**config.mk**
```make
export PLATFORM = sky130hd
export DESIGN_NAME = serial_shifter_flat
export DESIGN_NICKNAME = d
export VERILOG_FILES = /design/src/rtl/serial_shifter_if.sv /design/src/rtl/serial_shifter.sv /design/src/flat_wrapper.sv
export SDC_FILE = /design/constraint.sdc
export NUM_CORES = 1
export LEC_CHECK = 0
export BUFFER_PORTS_ARGS = -buffer_cell sky130_fd_sc_hd__buf_2
export CORE_MARGIN = 3
export CORE_UTILIZATION = 60
export CTS_BUF_LIST = sky130_fd_sc_hd__clkbuf_4
export CTS_CLUSTER_DIAMETER = 40
export DETAILED_ROUTE_END_ITERATION = 7
export GPL_TIMING_DRIVEN = 0
export PLACE_DENSITY_LB_ADDON = 0.15
export SYNTH_ARGS = -nofsm -noshare
export SYNTH_HDL_FRONTEND = slang
export SYNTH_SLANG_ARGS = --single-unit
export TNS_END_PERCENT = 1
```
**constraint.sdc**
```tcl
create_clock -name clk -period 4.05 [get_ports clk]
set_clock_uncertainty 0.05 [all_clocks]
set_input_delay 0.81 -clock clk [delete_from_list [all_inputs] [get_ports clk]]
set_output_delay 0.81 -clock clk [all_outputs]
set_load 0.1 [all_outputs]
```
**src/rtl/serial_shifter_if.sv**
```systemverilog
// Request/result bundle for serial_shifter: operand, amount and op in; busy, done and result out.
// The requester uses the master modport; the shifter uses the slave modport.
interface serial_shifter_if #(
  parameter int WIDTH = 16,
  parameter int CNT_W = 4
);
  logic             start;
  logic [WIDTH-1:0] in;
  logic [CNT_W-1:0] bit_cnt;
  logic [1:0]       Op;
  logic             abort;
  logic             busy;
  logic             done;
  logic [WIDTH-1:0] Out;

  modport master (
    output start, in, bit_cnt, Op, abort,
    input  busy, done, Out
  );

  modport slave (
    input  start, in, bit_cnt, Op, abort,
    output busy, done, Out
  );
endinterface

```
**src/rtl/serial_shifter.sv**
```systemverilog
// Multi-cycle shift/rotate unit (ROR/SLL/SRA/SRL) using one 1-bit shift stage per clock.
// Optional macro SERIAL_SHIFTER_DUAL_STEP_EN: apply two 1-bit steps per SHIFT cycle.
module serial_shifter #(
  parameter int WIDTH = 16,
  parameter int CNT_W = 4
) (
  input  logic              clk,
  input  logic              rst_n,
  serial_shifter_if.slave   bus
);

  typedef enum logic [1:0] {
    IDLE   = 2'd0,
    SHIFT  = 2'd1,
    FINISH = 2'd2
  } state_e;

  typedef enum logic [1:0] {
    OP_ROR = 2'b00,
    OP_SLL = 2'b01,
    OP_SRA = 2'b10,
    OP_SRL = 2'b11
  } op_e;

  state_e           state_q, state_d;
  op_e              op_q, op_d;
  logic [WIDTH-1:0] data_q, data_d;
  logic [CNT_W-1:0] cnt_q, cnt_d;
  logic [WIDTH-1:0] out_q, out_d;
  logic             done_q, done_d;
  logic             busy_q, busy_d;

  function automatic logic [WIDTH-1:0] step1(input logic [WIDTH-1:0] d, input op_e op);
    logic [WIDTH-1:0] r;
    unique case (op)
      OP_ROR:  r = {d[0], d[WIDTH-1:1]};
      OP_SLL:  r = {d[WIDTH-2:0], 1'b0};
      OP_SRA:  r = {d[WIDTH-1], d[WIDTH-1:1]};
      default: r = {1'b0, d[WIDTH-1:1]};
    endcase
    return r;
  endfunction

  // NOTE: every variable gets its hold/default value before the case so no path leaves it unassigned (no latches).
  always_comb begin
    state_d = state_q;
    op_d    = op_q;
    data_d  = data_q;
    cnt_d   = cnt_q;
    out_d   = out_q;
    done_d  = 1'b0;

    unique case (state_q)
      IDLE: begin
        // The cycle carrying a done pulse still belongs to the finished operation.
        if (bus.start && !done_q) begin
          data_d  = bus.in;
          cnt_d   = bus.bit_cnt;
          op_d    = op_e'(bus.Op);
          state_d = (bus.bit_cnt == '0) ? FINISH : SHIFT;
        end
      end

      SHIFT: begin
        if (bus.abort) begin
          state_d = IDLE;
        end else begin
`ifdef SERIAL_SHIFTER_DUAL_STEP_EN
          if (cnt_q >= CNT_W'(2)) begin
            data_d = step1(step1(data_q, op_q), op_q);
            cnt_d  = cnt_q - CNT_W'(2);
          end else begin
            data_d = step1(data_q, op_q);
            cnt_d  = cnt_q - CNT_W'(1);
          end
`else
          data_d = step1(data_q, op_q);
          cnt_d  = cnt_q - CNT_W'(1);
`endif
          if (cnt_d == '0) begin
            state_d = FINISH;
          end
        end
      end

      FINISH: begin
        state_d = IDLE;
        if (!bus.abort) begin
          out_d  = data_q;
          done_d = 1'b1;
        end
      end

      default: state_d = IDLE;
    endcase

    busy_d = (state_d != IDLE);
  end

  // NOTE: sequential state uses non-blocking assignments so all flops update together on the edge.
  always_ff @(posedge clk or negedge rst_n) begin
    if (!rst_n) begin
      state_q <= IDLE;
      op_q    <= OP_ROR;
      data_q  <= '0;
      cnt_q   <= '0;
      out_q   <= '0;
      done_q  <= 1'b0;
      busy_q  <= 1'b0;
    end else begin
      state_q <= state_d;
      op_q    <= op_d;
      data_q  <= data_d;
      cnt_q   <= cnt_d;
      out_q   <= out_d;
      done_q  <= done_d;
      busy_q  <= busy_d;
    end
  end

  assign bus.busy = busy_q;
  assign bus.done = done_q;
  assign bus.Out  = out_q;

endmodule

```
**src/flat_wrapper.sv**
```systemverilog
// flat-port wrapper written by rule: the top's interface ports become plain ports
module serial_shifter_flat 
#(
  parameter int WIDTH = 16,
  parameter int CNT_W = 4
)
  (clk, rst_n, bus_start, bus_in, bus_bit_cnt, bus_Op, bus_abort, bus_busy, bus_done, bus_Out);
  serial_shifter_if #(.WIDTH(WIDTH), .CNT_W(CNT_W)) bus_i ();
  input  logic clk;
  input  logic rst_n;
  input wire logic [$bits(bus_i.start)-1:0] bus_start;
  input wire logic [$bits(bus_i.in)-1:0] bus_in;
  input wire logic [$bits(bus_i.bit_cnt)-1:0] bus_bit_cnt;
  input wire logic [$bits(bus_i.Op)-1:0] bus_Op;
  input wire logic [$bits(bus_i.abort)-1:0] bus_abort;
  output wire logic [$bits(bus_i.busy)-1:0] bus_busy;
  output wire logic [$bits(bus_i.done)-1:0] bus_done;
  output wire logic [$bits(bus_i.Out)-1:0] bus_Out;
  assign bus_i.start = bus_start;
  assign bus_i.in = bus_in;
  assign bus_i.bit_cnt = bus_bit_cnt;
  assign bus_i.Op = bus_Op;
  assign bus_i.abort = bus_abort;
  assign bus_busy = bus_i.busy;
  assign bus_done = bus_i.done;
  assign bus_Out = bus_i.Out;
  serial_shifter #(.WIDTH(WIDTH), .CNT_W(CNT_W)) u_core (.clk(clk), .rst_n(rst_n), .bus(bus_i));
endmodule
```
==> summary.txt, run 1 <==
Run status
  – Status: finished clean

Clocking
  – Post-CTS resize count: 0
  – Clk root buf: clkbuf_4
  – Clock Path Buffers: 2
  – CTS Buf Count: 5
  – Post-CTS setup buffers: 0
  – Sinks on Clock Net: 42
  – Hold buffers post-CTS: 0
  – CTS tree: yes
  – H-tree depth: 2
  – Worst skew pair latency: 0.35 ns
  – Clk slew on worst S/H paths: 0.11 ns

Synthesis
  – Ys flop type: dfrtp_1
  – Netlist Area Pre-Place: 0.00214 mm²
  – Synth async-reset ratio: 100%
  – YS warnings: 0
  – Post-Syn Nets: 207
  – Post-Syn Area per Cell: 12.0 µm²
  – Yosys reg bits: 42
  – Number of synthesized flops with an enable pin: 0
  – Sequential-to-total area share from yosys stat: 49.0%
  – Mapped Cells: 179
  – Unique cell type count in the Yosys netlist: 35

Route
  – WL met2: 2.49 mm
  – Metal3 WL: 306 µm
  – Drt pass-1 iters: 4
  – Routed wire length: 4.94 mm
  – Antenna Nets Post-Route: 0
  – DRT iter0 DRCs: 114
  – Vias: 1,747
  – Top Metal Used: met4
  – Remaining routing DRC violations: 0
  – DRT met1 WL: 2.10 mm
  – Via density: 6.33
  – Wire per inst: 17.9 µm

Timing
  – Maximum clock rate: 488 MHz
  – Headroom to the max-slew limit: 39.5%
  – RSZ-0062 raised after global routing: false
  – Tcrit/Tclk final: 50.6%
  – Fin crit period: 2.05 ns
  – Hold Violations, Final: 0
  – Slew at the pin closest to its max-slew limit: 0.907 ns
  – Final count of negative-setup-slack endpoints: 0
  – TNS Setup: 0 ns
  – Slew Viols, Final: 0

Worst hold path
  – Min-Delay Path Class: flip-flop to flip-flop

Final layout
  – Nets: 257
  – Commonest non-fill, non-tap cell in the layout: buf_2
  – Area Growth Syn to Fin: 16.6%
  – Fraction of layout cells with a size suffix above 1: 36.1%
  – Most frequent cells in the layout: 46 x buf_2, 42 x dfrtp_1, 20 x mux2_2, 16 x o22ai_1, 16 x o2bb2ai_1
  – Fill cells: 254
  – # diodes: 0

Global route
  – Via count of the first global-routing pass: 1,708
  – Initial antenna violation count: 0
  – First-pass GRT wire length: 8.13 mm
  – Total GRT Usage: 24.8%
  – Pin count of the biggest net entering global routing: 43
  – Global route overflow: 0

Placement
  – Port Buffers: 43
  – Placed wire-length estimate: 3.54 mm
  – Gpl congestion: 0.833

Run
  – Max cap viols: 0

Die
  – Site Rows: 21
  – Die X: 65.8 µm
  – Die height: 65.8 µm
  – Core Footprint: 0.00339 mm²
  – I/O pins: 44
  – DIE AREA: 0.00433 mm²
  – Starting Density: 63.3%

Critical path
  – Crit path max-delay family: buffers and inverters
  – Worst setup SP type: flip-flop
  – Worst Setup End Kind: output port
  – Crit Path Class: flip-flop to output port
  – Largest fanout on the critical path: 2
  – Req. time, crit path: 3.19 ns
  – Critical path data arrival time: 1.19 ns
  – Slowest-stage cell, CP: buf_2
  – CP max stage delay: 0.44 ns
  – Crit-path cells: buf_2
  – Buf+Inv Stages, Crit Path: 1
-- Yosys cell counts, drive strengths merged (2+ instances only) --
library cell | number | area [µm²]
dfrtp | 42 | 1050
mux2 | 20 | 225
o22ai | 16 | 100
o2bb2ai | 16 | 140
a211oi | 14 | 105
and3b | 14 | 123
buf | 8 | 56.3
clkbuf | 7 | 26.3
nor3b | 6 | 61.3
nand2b | 5 | 31.3
a21oi | 3 | 15.0
inv | 3 | 11.3
nand3 | 3 | 15.0
o211ai | 3 | 22.5
ha | 2 | 25.0
nor3 | 2 | 10.0
-- final timing paths --
| check | endpoint | from | slack (ns) | depth (start not counted) |
|---|---|---|---|---|
| max | bus_done | u_core.bus.done | 2.00 | 1 |
| min | u_core.bus.Out[4] | u_core.bus.Out[4] | 0.46 | 1 |
| max reg2reg | u_core.bus.Out[3] | u_core.state_q[0] | 2.25 | 4 |
| min reg2reg | u_core.bus.Out[4] | u_core.bus.Out[4] | 0.46 | 1 |
| max in group asynchronous | u_core.bus.Out[11] | rst_n | 2.86 | 1 |
| min in group asynchronous | u_core.bus.Out[1] | rst_n | 0.53 | 1 |
-- per-layer routing --
metal / GRT usage [%] / vias to the layer above
li1: - / 802
met1: 33.7 / 878
met2: 40.1 / 63
met3: 5.27 / 4
met4: 7.51 / 0
met5: 0 / -
-- state kept, by name, summed over array words and instances, names as in the netlist --
signal,flops
u_core.state_q,2
u_core.cnt_q,4
u_core.bus.done,1
u_core.op_q,2
u_core.bus.Out,16
u_core.data_q,16
u_core.bus.busy,1
-- per-stage QoR --
step	setup WS [ns]	util [%]	std cells	cell area, µm²	hold WS, ns
global placement	1.88	71.3	268	2420	0.434
floorplan	2.20	-	179	2140	0.436
CTS	1.99	73.8	276	2500	0.467
finish	2.00	73.8	276	2500	0.461
global route	1.95	73.8	276	2500	0.474
detailed placement	1.82	71.3	268	2420	0.440
-- cells by family (layout without fill, tap and decap cells) --
group	Yosys count	in the layout	share of synthesized area [%]
muxes	21	21	11.0
adders and majority gates	2	2	1.17
AOI/OAI and AO/OA	57	57	19.6
buffers and inverters	18	69	4.38
DFF	42	42	49.0
and+or+nand+nor	39	39	14.9
-- area by class of cell --
| class | instances | area, µm² | share of cell area [%] |
|---|---|---|---|
| repair buffers | 43 | 215 | 8.61 |
| clock buffers | 7 | 52.6 | 2.10 |
| well taps | 46 | 57.6 | 2.30 |
| flip-flops and latches | 42 | 1050 | 42.0 |
| inverters | 3 | 11.3 | 0.450 |
| clock inverters | 1 | 30.0 | 1.20 |
| multi-input cells | 119 | 1000 | 40.0 |
| plain buffers | 15 | 82.6 | 3.30 |
Power of run 1 is not shown: default switching activity piles up to over one toggle a cycle in this logic, so the estimate is an artifact.
==> run 2, diff against run 1 <==
--- a/config.mk
+++ b/config.mk
@@ -7,7 +7,7 @@
 export LEC_CHECK = 0
 export BUFFER_PORTS_ARGS = -buffer_cell sky130_fd_sc_hd__buf_2
 export CORE_MARGIN = 3
-export CORE_UTILIZATION = 60
+export CORE_UTILIZATION = 51
 export CTS_BUF_LIST = sky130_fd_sc_hd__clkbuf_4
 export CTS_CLUSTER_DIAMETER = 40
 export DETAILED_ROUTE_END_ITERATION = 7
==> constraint.sdc (replaced) <==
create_clock -name clk -period 1.66 [get_ports clk]
set_clock_uncertainty 0.05 [all_clocks]
set_input_delay 0.332 -clock clk [delete_from_list [all_inputs] [get_ports clk]]
set_output_delay 0.332 -clock clk [all_outputs]
set_load 0.1 [all_outputs]
==> run 2 against run 1 <==
  * Hold slack worse by 0.41 ns
  * Utilization down 7.4 points
  * Sequential cell count unchanged
  * Sequential share of layout area down 0.87 points
  * Worst setup slack worse by 1.9 ns
  * Register-to-register slack worse by 2.2 ns
  * Final area up 2.4%
  * Via count up 0.92%
  * Count of clock-buffer cells in the layout down 1
  * Critical path depth up 5
  * Global-route usage down 2.8 points
  * Cell count up 1.8%
  * Highest routed layer unchanged
==> summary.txt, run 2 (synthesis results as in run 1) <==
Final layout
  – # diodes: 0 (unchanged)
  – Nets: 260 (was 257)
  – Fill cells: 329 (was 254)
  – Reg area: 0.00105 mm² (about the same)
  – Finished Core Util: 66.4% (was 73.8%)
  – Multi-input logic area: 0.00102 mm² (was 1000 µm²)
  – Most frequent cells in the layout: 44 x buf_2, 40 x dfrtp_1, 20 x mux2_2, 16 x o22ai_1, 16 x o2bb2ai_1 (was 46 x buf_2, 42 x dfrtp_1, 20 x mux2_2, 16 x o22ai_1, 16 x o2bb2ai_1)
  – Commonest non-fill, non-tap cell in the layout: buf_2 (unchanged)
  – Area Growth Syn to Fin: 19.3% (was 16.6%)
  – Fin cells: 281 (was 276)
  – Fraction of layout cells with a size suffix above 1: 40.8% (was 36.1%)

Global route
  – Pin count of the biggest net entering global routing: 43 (unchanged)
  – Total GRT Usage: 22.0% (was 24.8%)
  – Via count of the first global-routing pass: 1,855 (was 1,708)
  – Initial antenna violation count: 0 (unchanged)
  – First-pass GRT wire length: 8.86 mm (was 8.13 mm)
  – Global route overflow: 0 (unchanged)

Die
  – DIE AREA: 0.00502 mm² (was 0.00433 mm²)
  – I/O pins: 44 (unchanged)
  – Core Footprint: 0.00385 mm² (was 0.00339 mm²)
  – Die X: 70.8 µm (was 65.8 µm)
  – Die height: 70.8 µm (was 65.8 µm)
  – Starting Density: 55.6% (was 63.3%)
  – Site Rows: 22 (was 21)

Placement
  – Port Buffers: 43 (unchanged)
  – Placed wire-length estimate: 3.61 mm (was 3.54 mm)
  – Gpl congestion: 0.846 (was 0.833)
  – Inst Count DP: 270 (was 268)
  – Pre-CTS setup slack: -0.114 ns (was 1.82 ns)

Timing
  – Slew at the pin closest to its max-slew limit: 0.946 ns (was 0.907 ns)
  – Maximum clock rate: 629 MHz
  – Tcrit/Tclk final: 95.8%
  – RSZ-0062 raised after global routing: true (was false)
  – Hold Violations, Final: 0 (unchanged)
  – Hold slack: 0.0503 ns (was 0.461 ns)
  – Final count of negative-setup-slack endpoints: 0 (unchanged)
  – Fin crit period: 1.59 ns
  – Final WS setup: 0.0693 ns (was 2.00 ns)
  – Headroom to the max-slew limit: 36.9% (was 39.5%)
  – Slew Viols, Final: 0 (unchanged)

Clocking
  – CTS tree: yes (unchanged)
  – Worst skew pair latency: 0.35 ns (about the same)
  – Clk slew on worst S/H paths: 0.13 ns (was 0.11 ns)
  – Sinks on Clock Net: 42 (unchanged)
  – H-tree depth: 2 (unchanged)
  – Hold buffers post-CTS: 0 (unchanged)
  – CTS Buf Count: 5 (unchanged)
  – Clk root buf: clkbuf_4 (unchanged)
  – Clock Path Buffers: 2 (unchanged)

Route
  – Drt pass-1 iters: 4 (unchanged)
  – Via density: 6.27 (was 6.33)
  – Antenna Nets Post-Route: 0 (unchanged)
  – Routed wire length: 5.21 mm (was 4.94 mm)
  – DRT iter0 DRCs: 133 (was 114)
  – Vias: 1,763 (was 1,747)
  – Wire per inst: 18.6 µm (was 17.9 µm)
  – Remaining routing DRC violations: 0 (unchanged)

Critical path
  – Critical path data arrival time: 1.77 ns (was 1.19 ns)
  – Largest fanout on the critical path: 10 (was 2)
  – Worst Setup End Kind: flip-flop (was output port)
  – Worst setup SP type: flip-flop (unchanged)
  – Req. time, crit path: 1.84 ns (was 3.19 ns)
  – Crit Path Class: flip-flop to flip-flop (was flip-flop to output port)

Run status
  – Status: finished clean (unchanged)

Worst hold path
  – Min-Delay Path Class: input port to asynchronous set/reset pin (was flip-flop to flip-flop)

Run
  – Max cap viols: 0 (unchanged)
run 2: final cells by class:
type / count / share of cell area [%]
flip-flops and latches: 42 / 41.2
multi-input cells: 119 / 40.0
plain buffers: 15 / 3.67
clock inverters: 2 / 1.32
clock buffers: 6 / 1.76
inverters: 3 / 0.440
repair buffers: 46 / 9.29
well taps: 48 / 2.35
run 2: layer usage:
metal	GRT usage [%]	wire, µm
met4	6.89	98
met1	29.6	2260
met5	0	0
met3	5.11	304
met2	35.4	2550
run 2: repair_timing:
item                                    4_1_cts  5_1_grt
setup buffers                                 1        2
resized for setup                             2       15
pin swaps                                     1        1
endpoints found under the setup margin       25       24
run 2: worst max-delay path: stages (launching register included):
cell and delay (ns):
dfrtp_1 0.40, buf_6 0.14, nor4b_4 0.24, buf_4 0.19, nor2_4 0.07, buf_2 0.22
o2bb2ai_1 0.15
run 2: per-stage QoR:
stage / setup TNS, ns / area (µm²)
floorplan: 0 / 2150
global placement: -1.22 / 2420
detailed placement: -1.55 / 2420
CTS: -0.730 / 2510
global route: -0.00584 / 2560
finish: 0 / 2560
run 2: final timing paths:
kind	start	depth (start not counted)	to	slack, ns
max reg2reg	u_core.state_q[0]	6	u_core.data_q[11]	0.07
min in group clk	bus_Op[1]	2	u_core.op_q[1]	0.18
min reg2reg	u_core.bus.Out[12]	1	u_core.bus.Out[12]	0.46
min	rst_n	1	u_core.data_q[3]	0.05
max in group asynchronous	rst_n	1	u_core.op_q[1]	0.84
max	u_core.state_q[0]	6	u_core.data_q[11]	0.07
Power of run 2 is left out for the same reason.
==> run 3, diff against run 2 <==
--- a/config.mk
+++ b/config.mk
@@ -5,11 +5,13 @@
 export SDC_FILE = /design/constraint.sdc
 export NUM_CORES = 1
 export LEC_CHECK = 0
+export ABC_AREA = 1
 export BUFFER_PORTS_ARGS = -buffer_cell sky130_fd_sc_hd__buf_2
 export CORE_MARGIN = 3
 export CORE_UTILIZATION = 51
 export CTS_BUF_LIST = sky130_fd_sc_hd__clkbuf_4
 export CTS_CLUSTER_DIAMETER = 40
+export CTS_CLUSTER_SIZE = 12
 export DETAILED_ROUTE_END_ITERATION = 7
 export GPL_TIMING_DRIVEN = 0
 export PLACE_DENSITY_LB_ADDON = 0.15
==> run 3 against run 2 <==
  * Utilization fell by 4.6 points
  * Worst setup slack improved by 0.066 ns
  * Synthesized cell count rose by 66%
  * Non-clock buffer count fell by 5
  * Area after synthesis rose by 0.58%
  * Die area rose by 0.54%
==> summary.txt, run 3 <==
Die
  – DIE AREA: 0.00505 mm² (was 0.00502 mm²)
  – I/O pins: 44 (unchanged)
  – Starting Density: 53.5% (was 55.6%)
  – Core Footprint: 0.00403 mm² (was 0.00385 mm²)
  – Die height: 71.0 µm (was 70.8 µm)
  – Die X: 71.0 µm (was 70.8 µm)
  – Site Rows: 23 (was 22)

Clocking
  – Post-CTS setup buffers: 0 (was 1)
  – Post-CTS resize count: 0 (was 2)
  – Clk slew on worst S/H paths: 0.12 ns (was 0.13 ns)
  – CTS Buf Count: 5 (unchanged)
  – CTS tree: yes (unchanged)
  – H-tree depth: 2 (unchanged)
  – Clk root buf: clkbuf_4 (unchanged)
  – Sinks on Clock Net: 42 (unchanged)
  – Worst skew pair latency: 0.34 ns (was 0.35 ns)
  – Hold buffers post-CTS: 0 (unchanged)
  – Clock Path Buffers: 2 (unchanged)

Global route
  – Initial antenna violation count: 0 (unchanged)
  – Global route overflow: 0 (unchanged)
  – Via count of the first global-routing pass: 1,829 (was 1,855)
  – First-pass GRT wire length: 8.47 mm (was 8.86 mm)
  – Pin count of the biggest net entering global routing: 43 (unchanged)
  – Total GRT Usage: 21.2% (was 22.0%)

Placement
  – Port Buffers: 43 (unchanged)
  – Area after DPL: 0.00244 mm² (was 0.00242 mm²)
  – Placed wire-length estimate: 3.74 mm (was 3.61 mm)
  – Gpl congestion: 0.823 (was 0.846)

Critical path
  – Crit-path cells: buf_2 (was buf_6 -> nor4b_4 -> buf_4 -> nor2_4 -> buf_2 -> o2bb2ai_1)
  – Crit path from: u_core.bus.Out[2] (was u_core.state_q[0])
  – Reg2Reg Depth: 7 (was 6)
  – Crit path max-delay family: buffers and inverters (unchanged)
  – Req. time, crit path: 1.28 ns (was 1.84 ns)
  – Buf+Inv Stages, Crit Path: 1 (was 3)
  – Worst setup SP type: flip-flop (unchanged)
  – Critical path depth: 1 (was 6)
  – Worst Setup End Kind: output port (was flip-flop)
  – Critical Path Sink: bus_Out[2] (was u_core.data_q[11])
  – R2R Path Start: u_core.op_q[1] (was u_core.state_q[0])
  – Crit Path Class: flip-flop to output port (was flip-flop to flip-flop)
  – Reg2reg end: u_core.data_q[0] (was u_core.data_q[11])
  – Slowest-stage cell, CP: buf_2 (was dfrtp_1)
  – Critical path data arrival time: 1.14 ns (was 1.77 ns)
  – Largest fanout on the critical path: 2 (was 10)
  – Internal reg-to-reg setup slack: 0.22 ns (was 0.07 ns)
  – CP max stage delay: 0.43 ns (was 0.40 ns)

Final layout
  – Commonest non-fill, non-tap cell in the layout: nand2_1 (was buf_2)
  – Fraction of layout cells with a size suffix above 1: 19.8% (was 40.8%)
  – Reg area: 0.00105 mm² (about the same)
  – # diodes: 0 (unchanged)
  – Multi-input logic area: 913 µm² (was 0.00102 mm²)
  – Post-route design area: 0.00249 mm² (was 0.00256 mm²)
  – Most frequent cells in the layout: 126 x nand2_1, 50 x buf_2, 43 x nand3_1, 41 x dfrtp_1, 31 x inv_1 (was 44 x buf_2, 40 x dfrtp_1, 20 x mux2_2, 16 x o22ai_1, 16 x o2bb2ai_1)
  – Finished Core Util: 61.8% (was 66.4%)
  – Fill cells: 384 (was 329)
  – Nets: 376 (was 260)
  – Area Growth Syn to Fin: 15.4% (was 19.3%)

Synthesis
  – Number of synthesized flops with an enable pin: 0 (unchanged)
  – Top cell type's share of synthesized area: 48.7% (was 49.0%)
  – Synth area leaders: dfrtp_1 49%, nand2_1 22%, nand3_1 10% (was dfrtp_1 49%, mux2_2 11%, o2bb2ai_1 6.5%)
  – Netlist Area Pre-Place: 0.00216 mm² (was 0.00214 mm²)
  – Mapped Cells: 298 (was 179)
  – Post-Syn Area per Cell: 7.24 µm² (was 12.0 µm²)
  – Synth async-reset ratio: 100% (unchanged)
  – Most common cell in the synthesized netlist: nand2_1 (was dfrtp_1)
  – Synth area leader: dfrtp_1 (unchanged)
  – Sequential-to-total area share from yosys stat: 48.7% (was 49.0%)
  – Post-Syn Nets: 326 (was 207)
  – Yosys reg bits: 42 (unchanged)
  – YS warnings: 0 (unchanged)
  – Unique cell type count in the Yosys netlist: 16 (was 35)
  – Ys flop type: dfrtp_1 (unchanged)
  – Post-synth top cells: 126 x nand2_1, 43 x nand3_1, 42 x dfrtp_1, 31 x inv_1, 24 x o21ai_0 (was 42 x dfrtp_1, 20 x mux2_2, 16 x o22ai_1, 16 x o2bb2ai_1)

Timing
  – Hold Violations, Final: 0 (unchanged)
  – Final count of negative-setup-slack endpoints: 0 (unchanged)
  – RSZ-0062 raised after global routing: false (was true)
  – Headroom to the max-slew limit: 37.8% (was 36.9%)
  – Slew Viols, Final: 0 (unchanged)
  – Slew at the pin closest to its max-slew limit: 0.933 ns (was 0.946 ns)
  – Maximum clock rate: 656 MHz (was 629 MHz)
  – TNS Setup: 0 ns (unchanged)
  – Fin crit period: 1.53 ns (was 1.59 ns)
  – Tcrit/Tclk final: 91.9% (was 95.8%)

Power
  – Pwr/cell area: 2210 mW/mm²
  – Lkg Pwr: 1.45 nW
  – Maximum vdd drop: 0.837 mV

Route
  – Antenna Nets Post-Route: 0 (unchanged)
  – Routed wire length: 4.96 mm (was 5.21 mm)
  – Via density: 5.03 (was 6.27)
  – Vias: 2,006 (was 1,763)
  – DRT iter0 DRCs: 158 (was 133)
  – Remaining routing DRC violations: 0 (unchanged)
  – Wire per inst: 12.4 µm (was 18.6 µm)
  – Drt pass-1 iters: 4 (unchanged)

Run status
  – Status: finished clean (unchanged)

Worst hold path
  – Min-Delay Path Class: input port to asynchronous set/reset pin (unchanged)

Run
  – Max cap viols: 0 (unchanged)
==> run 3: report_power, final <==
part / switching (mW) / internal [mW] / leakage (nW)
Combinational: 2.49 / 0.794 / 0.881
Sequential: 0.265 / 1.45 / 0.538
Clock: 0.316 / 0.176 / 0.0331
Total: 3.07 / 2.42 / 1.45
==> run 3: per-stage QoR <==
step                hold slack [ns]  power, mW  instances  setup WS (ns)
detailed placement            0.415       5.03        391          0.200
CTS                          0.0797       5.53        399          0.115
finish                       0.0661       5.49        399          0.135
global placement              0.412       4.96        391          0.227
global route                  0.122       5.98        399         0.0646
floorplan                   -0.0136       4.35        298          0.199
==> run 3: worst min-delay path by stage <==
stage | to | slack [ns] | cells past startpoint
6_report | u_core.op_q[1] | 0.07 | 1
5_1_grt | u_core.bus.Out[5] | 0.12 | 1
4_1_cts | u_core.op_q[1] | 0.08 | 1
3_5_place_dp | u_core.data_q[3] | 0.41 | 2
3_3_place_gp | u_core.bus.Out[15] | 0.41 | 2
2_1_floorplan | u_core.bus.Out[0] | -0.01 | 0
==> run 3: cells by family after synthesis <==
logic type	share of synthesized area [%]
compound gates	6.15
fa+ha+maj	1.16
buf+inv	8.93
flops	48.7
simple gates	35.0
==> run 3: cell type report <==
cell class,count,area share (%)
sequential,42,42.3
multi-input combinational,211,36.7
timing repair buffer,43,8.64
inverter,32,4.82
buffer,13,2.91
tap,50,2.51
clock buffer,6,1.81
clock inverter,2,0.352
==> run 3: routing by layer <==
layer	vias up	part of all wire (%)	global-route usage (%)
li1	1031	-	-
met1	913	47	30.5
met2	60	47	32.6
met3	2	5.4	4.69
met4	0	0.48	5.22
met5	-	0	0
Power figures use the tool's default switching activity.
